## config.mk

```make
export PLATFORM = sky130hd
export DESIGN_NAME = vga_timing
export DESIGN_NICKNAME = d
export VERILOG_FILES = /design/src/rtl/vga_pkg.sv /design/src/rtl/pix_tick_gen.sv /design/src/rtl/vga_timing.sv
export SDC_FILE = /design/constraint.sdc
export NUM_CORES = 1
export LEC_CHECK = 0
export BUFFER_PORTS_ARGS = -buffer_cell sky130_fd_sc_hd__buf_4
export CAP_MARGIN = 10
export CORE_UTILIZATION = 40
export DETAILED_ROUTE_END_ITERATION = 10
export PLACE_DENSITY = 0.77
export SLEW_MARGIN = 20
export SYNTH_ARGS = -nofsm -noshare
export SYNTH_HDL_FRONTEND = slang
export SYNTH_SLANG_ARGS = --single-unit
```

## constraint.sdc

```tcl
create_clock -name clk -period 2.3 [get_ports clk]
set_clock_uncertainty 0.15 [all_clocks]
set_input_delay 0.23 -clock clk [delete_from_list [all_inputs] [get_ports clk]]
set_output_delay 0.23 -clock clk [all_outputs]
set_load 0.05 [all_outputs]
```

## src/rtl/vga_pkg.sv

```systemverilog
// vga_pkg: shared raster timing constants and types for the timing generator and overlays.
package vga_pkg;
  localparam int VGA_H_ACTIVE = 640;
  localparam int VGA_H_FP = 16;
  localparam int VGA_H_SYNC = 96;
  localparam int VGA_H_BP = 48;
  localparam int VGA_V_ACTIVE = 480;
  localparam int VGA_V_FP = 10;
  localparam int VGA_V_SYNC = 2;
  localparam int VGA_V_BP = 33;
  localparam int VGA_H_TOTAL = VGA_H_ACTIVE + VGA_H_FP + VGA_H_SYNC + VGA_H_BP;
  localparam int VGA_V_TOTAL = VGA_V_ACTIVE + VGA_V_FP + VGA_V_SYNC + VGA_V_BP;
  localparam int VGA_HS_START = VGA_H_ACTIVE + VGA_H_FP;
  localparam int VGA_HS_END = VGA_HS_START + VGA_H_SYNC;
  localparam int VGA_VS_START = VGA_V_ACTIVE + VGA_V_FP;
  localparam int VGA_VS_END = VGA_VS_START + VGA_V_SYNC;
  localparam logic [23:0] BLACK = 24'h000000;
  typedef logic [9:0] cnt_t;
endpackage

```

## src/rtl/pix_tick_gen.sv

```systemverilog
// pix_tick_gen: divides clk down to a one-clock pixel strobe every CLK_DIV clocks.
module pix_tick_gen #(
  parameter int CLK_DIV = 4
) (
  input  logic clk,
  input  logic rst_n,
  output logic pix_tick
);
  localparam int W = CLK_DIV > 1 ? $clog2(CLK_DIV) : 1;
  logic [W-1:0] div_cnt_q, div_cnt_d;
  logic last;
  always_comb begin
    last = div_cnt_q == W'(CLK_DIV - 1);
    pix_tick = rst_n && last;
    div_cnt_d = last ? '0 : div_cnt_q + 1'b1;
  end
  always_ff @(posedge clk or negedge rst_n)
    if (!rst_n) div_cnt_q <= '0;
    else div_cnt_q <= div_cnt_d;
endmodule

```

## src/rtl/vga_timing.sv

```systemverilog
// vga_timing: raster counters plus registered HSYNC/VSYNC/RGB output stage,
// all advancing on the divided pixel tick so syncs and colour stay aligned.
module vga_timing import vga_pkg::*; #(
  parameter int CLK_DIV = 4,
  parameter int H_ACTIVE = VGA_H_ACTIVE,
  parameter int H_FP = VGA_H_FP,
  parameter int H_SYNC = VGA_H_SYNC,
  parameter int H_BP = VGA_H_BP,
  parameter int V_ACTIVE = VGA_V_ACTIVE,
  parameter int V_FP = VGA_V_FP,
  parameter int V_SYNC = VGA_V_SYNC,
  parameter int V_BP = VGA_V_BP,
  parameter logic [23:0] BG_COLOR = 24'h000000
) (
  input  logic        clk,
  input  logic        rst_n,
  output logic [9:0]  hcounter,
  output logic [9:0]  vcounter,
  output logic        active,
  output logic        pix_tick,
  output logic        frame_start,
  input  logic        pix_visible,
  input  logic [23:0] pix_rgb,
  output logic        vga_hs,
  output logic        vga_vs,
  output logic [23:0] vga_rgb
);
  localparam int HT = H_ACTIVE + H_FP + H_SYNC + H_BP;
  localparam int VT = V_ACTIVE + V_FP + V_SYNC + V_BP;
  localparam int HSS = H_ACTIVE + H_FP;
  localparam int VSS = V_ACTIVE + V_FP;
  if (HT > 1024 || VT > 1024) begin : g_bad_timing
    $error("vga_timing: line or frame total exceeds 10-bit counter range");
  end
  cnt_t h_q, h_d, v_q, v_d;
  logic hs_q, hs_d, vs_q, vs_d, h_wrap, v_wrap;
  logic [23:0] rgb_q, rgb_d;
  pix_tick_gen #(.CLK_DIV(CLK_DIV)) u_tick (
    .clk(clk),
    .rst_n(rst_n),
    .pix_tick(pix_tick)
  );
  always_comb begin
    h_wrap = h_q == 10'(HT - 1);
    v_wrap = v_q == 10'(VT - 1);
    active = h_q < 10'(H_ACTIVE) && v_q < 10'(V_ACTIVE);
    h_d = !pix_tick ? h_q : h_wrap ? '0 : h_q + 10'd1;
    v_d = !(pix_tick && h_wrap) ? v_q : v_wrap ? '0 : v_q + 10'd1;
    hs_d = pix_tick ? !(h_q >= 10'(HSS) && h_q < 10'(HSS + H_SYNC)) : hs_q;
    vs_d = pix_tick ? !(v_q >= 10'(VSS) && v_q < 10'(VSS + V_SYNC)) : vs_q;
    rgb_d = !pix_tick ? rgb_q : !active ? BLACK : pix_visible ? pix_rgb : BG_COLOR;
    frame_start = pix_tick && h_wrap && v_wrap;
  end
  always_ff @(posedge clk or negedge rst_n)
    if (!rst_n) begin
      h_q <= '0;
      v_q <= '0;
      hs_q <= 1'b1;
      vs_q <= 1'b1;
      rgb_q <= BLACK;
    end else begin
      h_q <= h_d;
      v_q <= v_d;
      hs_q <= hs_d;
      vs_q <= vs_d;
      rgb_q <= rgb_d;
    end
  assign hcounter = h_q;
  assign vcounter = v_q;
  assign vga_hs = hs_q;
  assign vga_vs = vs_q;
  assign vga_rgb = rgb_q;
endmodule

```

==> results of run 1 <==
-- kinds of logic (layout without fill, tap and decap cells) --
| logic type | count (synthesis) | after routing | synth area share (%) |
|---|---|---|---|
| fa+ha+maj | 5 | 5 | 3.023 |
| buf+inv | 12 | 104 | 2.660 |
| xor+xnor | 10 | 10 | 4.232 |
| flops | 48 | 48 | 58.16 |
| simple gates | 56 | 56 | 16.02 |
| compound gates | 44 | 44 | 15.90 |
-- final cells by class --
cell class	instances	area, sq um
multi-input combinational	115	824.5
tap	67	83.83
timing repair buffer	91	725.7
clock buffer	6	72.57
inverter	5	18.77
fill	403	1884
clock inverter	2	35.03
sequential	48	1204
-- final timing paths --
kind	end	slack, ns
worst max-delay path	frame_start	0.09
worst min-delay path	vga_rgb[17]	0.008
worst max register to register	vcounter[9]	0.40
worst min register to register	u_tick.div_cnt_q[0]	0.28
max in group asynchronous	vga_hs	1.17
min in group asynchronous	vga_rgb[7]	0.22
-- worst max-delay path: cells and delay by family, from the launching register on --
kind / cells / cell delay [ns]
buffers and inverters: 2 / 0.32
DFF: 1 / 0.46
and+or+nand+nor: 3 / 0.62
adders and majority gates: 1 / 0.13
-- metrics by stage --
| step | setup slack (ns) | util [%] | area, sq um | cells |
|---|---|---|---|---|
| after floorplan | 0.04103 | - | 2083 | 175 |
| after global placement | 0.4252 | 56.03 | 2716 | 313 |
| after detailed placement | 0.3347 | 56.03 | 2716 | 313 |
| after CTS | 0.02903 | 59.85 | 2902 | 329 |
| after global routing | 0.002497 | 61.14 | 2964 | 334 |
| final | 0.09145 | 61.14 | 2964 | 334 |
-- state kept, by name, summed over array words and instances, names as in the netlist --
signal,cells
vga_vs,1
vga_hs,1
u_tick.div_cnt_q,2
hcounter,10
vga_rgb,24
vcounter,10
-- layer usage --
layer,routed length [um],vias to the layer above
met5,0,-
met4,31,0
met3,288,4
met2,2440,69
met1,2286,806
li1,-,830
-- Yosys cell counts (4+ instances only) --
cell type	n
inv_1	4
xnor2_1	5
nand2_1	14
ha_1	5
o21ai_0	8
a22o_1	24
nand3_1	8
dfrtp_1	46
xor2_1	5
nor2_1	6
nand4_1	4
and3_1	4
-- report_power, final --
group	total (mW)	switching (mW)	internal, mW
registers	0.964	0.0557	0.909
clock network	0.592	0.269	0.323
logic	0.505	0.326	0.178
total	2.06	0.651	1.41
-- what timing repair did --
| item | CTS | global route |
|---|---|---|
| pin swaps | 1 | 0 |
| setup buffers | 1 | 0 |
| gates resized for setup | 0 | 3 |
| endpoints found under the setup margin | 1 | 1 |
| hold endpoints to repair | 26 | 5 |
| hold buffers | 7 | 5 |
==> metrics.csv, run 1 <==
stage,metric,value,unit
timing,hold slack,0.007524,ns
detailed_routing,WL final,5.046,mm
timing,final cycle utilization of the critical path,96.02,%
yosys,Post-Syn Instances,175,
yosys,Synth Register Bits,48,
clock_tree,clock buffer depth,2,
clock_tree,worst skew pair latency,0.29,ns
clock_tree,CTS Buf Count,5,
global_routing,met3 usage,3.388,%
setup_path,CP max stage cell,dfrtp_1,
min_path,Worst Hold Launch,pix_rgb[17],
setup_path,CP max FO,6,
floorplanning,std cell rows,25,
clock_tree,"CTS clk-pin slew, worst paths",0.09,ns
pwr,Leak,1.481,nW
setup_path,R2R Path Start,hcounter[0],
layout,ANT cells,0,
timing,setup TNS,0,ns
floorplanning,num ports,76,
detailed_routing,initial DRC count,88,
layout,"commonest non-fill, non-tap cell in the layout",buf_4,
layout,Post-layout nets,298,
global_routing,routing usage on met1,25.79,%
detailed_routing,via count,1709,
min_path,Hold Path Class,in -> reg,
timing,Worst-Margin Slew,0.3530,ns
pwr,Peak VDD IR,0.0004253,V
yosys,share of the synthesized area in the top cell type,55.62,%
outcome,status,finished clean,
clock_tree,Sink Count,48,
yosys,Area contributors post-synth,"dfrtp_1 56%, a22o_1 10%, ha_1 3.0%, dfstp_2 2.5%, nand2_1 2.5%",
timing,Final Max Slew Viols,0,
setup_path,CP Capture Type,primary output,
timing,highest clock rate,452.8,MHz
timing,RSZ-0062 raised after global routing,no,
global_routing,initial antenna violation count,0,
floorplanning,Die Wd,73.93,um
placed_design,port bufs,75,
run,maxcap violations,0,
yosys,number of synthesized flops with an enable pin,0,
global_routing,global route total overflow,0,
clock_tree,clock tree from TritonCTS,yes,
yosys,Synth Warn #,0,
global_routing,GR Util met2,30.71,%
setup_path,WP data required,1.92,ns
setup_path,Worst setup SP type,flop,
placed_design,Detail Placement HPWL,3.415,mm
placed_design,routability cong.,0.8792,
detailed_routing,WL per Instance,15.11,um
yosys,Post-Syn Area,2069,sq um
yosys,"FFs w/ async S/R, synth",100.0,%
setup_path,crit-path cells,"inv_1, ha_1, nor4b_1, nand4_1, nor2_2, buf_4",
global_routing,largest net degree at the start of global routing,30,
layout,layout cells sized above 1,36.33,%
yosys,"Top FF cell, synth",dfrtp_1,
detailed_routing,Antenna Violating Nets Remaining,0,
timing,final number of hold-violating endpoints,0,
setup_path,Crit Path Category,reg -> out,
pwr,Pwr per Cell Area,695.3,nW/um^2
detailed_routing,Pre-antenna DRT Iters,4,
global_routing,global-route wire length before repair,7.928,mm
yosys,register area share after synthesis,58.16,%
min_path,WHS Path Cells,2,
setup_path,Worst R2R Path Depth,5,
detailed_routing,# DRC,0,
timing,crit path time final,2.209,ns
floorplanning,Core Region,4848,sq um
setup_path,CP max stage delay,0.46,ns
yosys,post-synthesis cell type count,37,
floorplanning,Die ar.,5466,sq um
timing,Rel. slew slack,76.25,%
floorplanning,Initial Util,42.68,%
setup_path,Critical Path AT,1.83,ns
global_routing,number of global-route vias before repair,1646,
layout,most frequent cells in the layout,"78 x buf_4, 46 x dfrtp_1, 24 x a22o_1",
setup_path,CP startpoint,vcounter[1],
global_routing,grt peak-use layer,met2,
yosys,Yosys top cell by area,dfrtp_1,
timing,final setup fails,0,
floorplanning,die height,73.93,um
pwr,Power Total,2.061,mW
layout,P&R area growth vs syn,43.23,%
global_routing,GRT Util Overall,18.70,%
clock_tree,H-tree Lvls,2,
clock_tree,root buffer cell,clkbuf_8,
detailed_routing,Via-to-Cell Ratio,5.117,
yosys,Post-Syn Nets,207,
yosys,average size of a mapped cell,11.83,sq um
(Power assumes the default switching activity.)
==> run 2, diff against run 1 <==
Settings changed: PLACE_DENSITY 0.77 to 0.76, SYNTH_HIERARCHICAL set to 1.
==> run 2 against run 1 <==
Against the previous run: count of clock-buffer cells in the layout is 2 higher; non-clock buffer count is 19 higher; utilization is 0.93 points higher; synthesized cell count is 32% higher; critical path depth is 2 higher; area after synthesis is 7.1% higher; sequential share of layout area is 3.5 points lower; fmax hardly changed; die area is 6.9% higher; sequential power is 2.5% higher; highest routed layer unchanged.
==> metrics.csv, run 2 <==
stage,metric,value,unit
yosys,average size of a mapped cell,9.598,sq um
clock_tree,root buffer cell,clkbuf_8,
timing,final setup fails,0,
clock_tree,Sink Count,48,
timing,final cycle utilization of the critical path,95.97,%
global_routing,initial antenna violation count,0,
clock_tree,"CTS clk-pin slew, worst paths",0.08,ns
floorplanning,Die Wd,76.45,um
detailed_routing,initial DRC count,77,
yosys,post-synthesis cell type count,35,
yosys,Post-synth top cells,"46 x dfrtp_1, 33 x nand2_1, 30 x inv_1, 28 x o21ai_0, 11 x nor2_1",
layout,P&R area growth vs syn,46.61,%
layout,"commonest non-fill, non-tap cell in the layout",buf_4,
timing,setup TNS,0,ns
yosys,share of the synthesized area in the top cell type,51.92,%
layout,ANT cells,0,
clock_tree,worst skew pair latency,0.29,ns
layout,register area,1205,sq um
setup_path,CP Capture Type,primary output,
setup_path,Critical Path AT,1.83,ns
yosys,Area contributors post-synth,"dfrtp_1 52%, o21ai_0 6.3%, nand2_1 5.6%, inv_1 5.1%, ha_1 2.8%",
layout,footprint of the multi-input gates,879.6,sq um
layout,Post-layout nets,371,
yosys,most common cell in the netlist,dfrtp_1,
timing,final number of hold-violating endpoints,0,
yosys,"Top FF cell, synth",dfrtp_1,
timing,highest clock rate,453.1,MHz
layout,max FFs per register,24,
detailed_routing,Pre-antenna DRT Iters,4,
placed_design,routability cong.,0.8365,
timing,Rel. slew slack,59.78,%
clock_tree,H-tree Lvls,2,
detailed_routing,Via-to-Cell Ratio,4.854,
global_routing,largest net degree at the start of global routing,49,
global_routing,global route total overflow,0,
outcome,status,finished clean,
min_path,Hold Path Class,in -> reg,
yosys,Post-Syn Nets,263,
detailed_routing,via count,1990,
floorplanning,num ports,76,
detailed_routing,WL final,5.497,mm
setup_path,Worst setup SP type,primary input,
yosys,Synth Warn #,6,
timing,Worst-Margin Slew,0.6033,ns
yosys,Synth Register Bits,48,
timing,Final Max Slew Viols,0,
floorplanning,Die ar.,5845,sq um
setup_path,CP max FO,3,
clock_tree,CTS Buf Count,5,
placed_design,Detail Placement HPWL,3.557,mm
clock_tree,clock buffer depth,2,
layout,layout cells sized above 1,31.76,%
global_routing,GRT Util Overall,19.53,%
yosys,Yosys top cell by area,dfrtp_1,
yosys,Post-Syn Area,2217,sq um
pwr,Leak,1.560,nW
clock_tree,clock tree from TritonCTS,yes,
detailed_routing,WL per Instance,13.41,um
yosys,register area share after synthesis,54.29,%
floorplanning,Core Region,5238,sq um
detailed_routing,# DRC,0,
yosys,number of synthesized flops with an enable pin,0,
yosys,"FFs w/ async S/R, synth",100.0,%
global_routing,global-route wire length before repair,9.052,mm
floorplanning,std cell rows,26,
pwr,Pwr per Cell Area,629.0,nW/um^2
pwr,Peak VDD IR,0.0005046,V
floorplanning,Initial Util,42.33,%
layout,filler cell count,436,
setup_path,WP data required,1.92,ns
timing,Worst Slack Setup Final,0.09277,ns
run,maxcap violations,0,
timing,crit path time final,2.207,ns
setup_path,Crit Path Category,in -> out,
placed_design,DP Worst Slack,0.3075,ns
layout,most frequent cells in the layout,"90 x buf_4, 45 x dfrtp_1, 33 x nand2_1",
floorplanning,die height,76.45,um
placed_design,port bufs,75,
global_routing,number of global-route vias before repair,1879,
detailed_routing,Antenna Violating Nets Remaining,0,
yosys,Post-Syn Instances,231,
## run 2: cells by family after synthesis
| family | Yosys count | share of synthesized area [%] |
|---|---|---|
| AND/OR/NAND/NOR | 84 | 20.20 |
| flip-flops | 48 | 54.29 |
| AO/OA/AOI/OAI | 46 | 12.19 |
| buffers and inverters | 39 | 6.829 |
| XOR/XNOR | 8 | 3.160 |
| adder cells (fa/ha/maj) | 5 | 2.822 |
| multiplexers | 1 | 0.5079 |
## run 2: critical path, stage by stage
cell	delay [ns]
dlygate4sd3_1	0.52
buf_4	0.11
and2_2	0.15
nand4_1	0.17
nor4_2	0.17
buf_4	0.16
and2_2	0.13
buf_4	0.19
## run 2: what timing repair did
item	in CTS	in global routing
pin swaps	0	1
setup endpoints to repair	1	1
hold endpoints to repair	65	0
resized for setup	0	1
setup buffers	1	9
hold buffers	20	0
## run 2: routing by layer
layer | vias up | GRT usage, % | wire length, um | part of all wire [%]
met1 | 921 | 25.71 | 2459 | 45
li1 | 984 | - | - | -
met3 | 2 | 5.868 | 390 | 7.1
met4 | 0 | 5.577 | 17 | 0.31
met5 | - | 0 | 0 | 0
met2 | 83 | 31.08 | 2629 | 48
## run 2: metrics by stage
| stage | total power [mW] | instances | utilization [%] | hold WS, ns | area [sq um] |
|---|---|---|---|---|---|
| floorplan | 1.306 | 231 | - | -0.2156 | 2226 |
| finish | 2.045 | 410 | 62.06 | 0.01147 | 3251 |
| CTS | 2.039 | 401 | 60.75 | 0.0001298 | 3182 |
| global route | 2.140 | 410 | 62.06 | 0.009099 | 3251 |
| global placement | 1.491 | 372 | 55.06 | 0.2412 | 2884 |
| detailed placement | 1.500 | 372 | 55.06 | 0.2386 | 2884 |
## run 2: worst paths after layout
path	end	slack [ns]	cells after the start	startpoint
max	frame_start	0.09	8	rst_n
max in group asynchronous	hcounter[0]	1.12	3	rst_n
max reg2reg	vcounter[9]	0.20	6	hcounter[0]
min	vga_rgb[15]	0.01	3	pix_rgb[15]
min in group asynchronous	vcounter[1]	0.43	3	rst_n
min reg2reg	u_tick/div_cnt_q[0]	0.28	1	u_tick/div_cnt_q[0]
## run 2: cell type report
cell class	instances	share of cell area, %
Timing Repair Buffer	110	26.94
Inverter	30	3.464
Sequential cell	48	37.07
Multi-Input combinational cell	144	27.06
Tap cell	70	2.694
Clock buffer	8	2.771
## run 2: report_power, final
group / switching (mW) / internal [mW] / leakage [nW]
registers: 0.0787 / 0.909 / 0.617
clock network: 0.263 / 0.246 / 0.0455
logic: 0.352 / 0.197 / 0.897
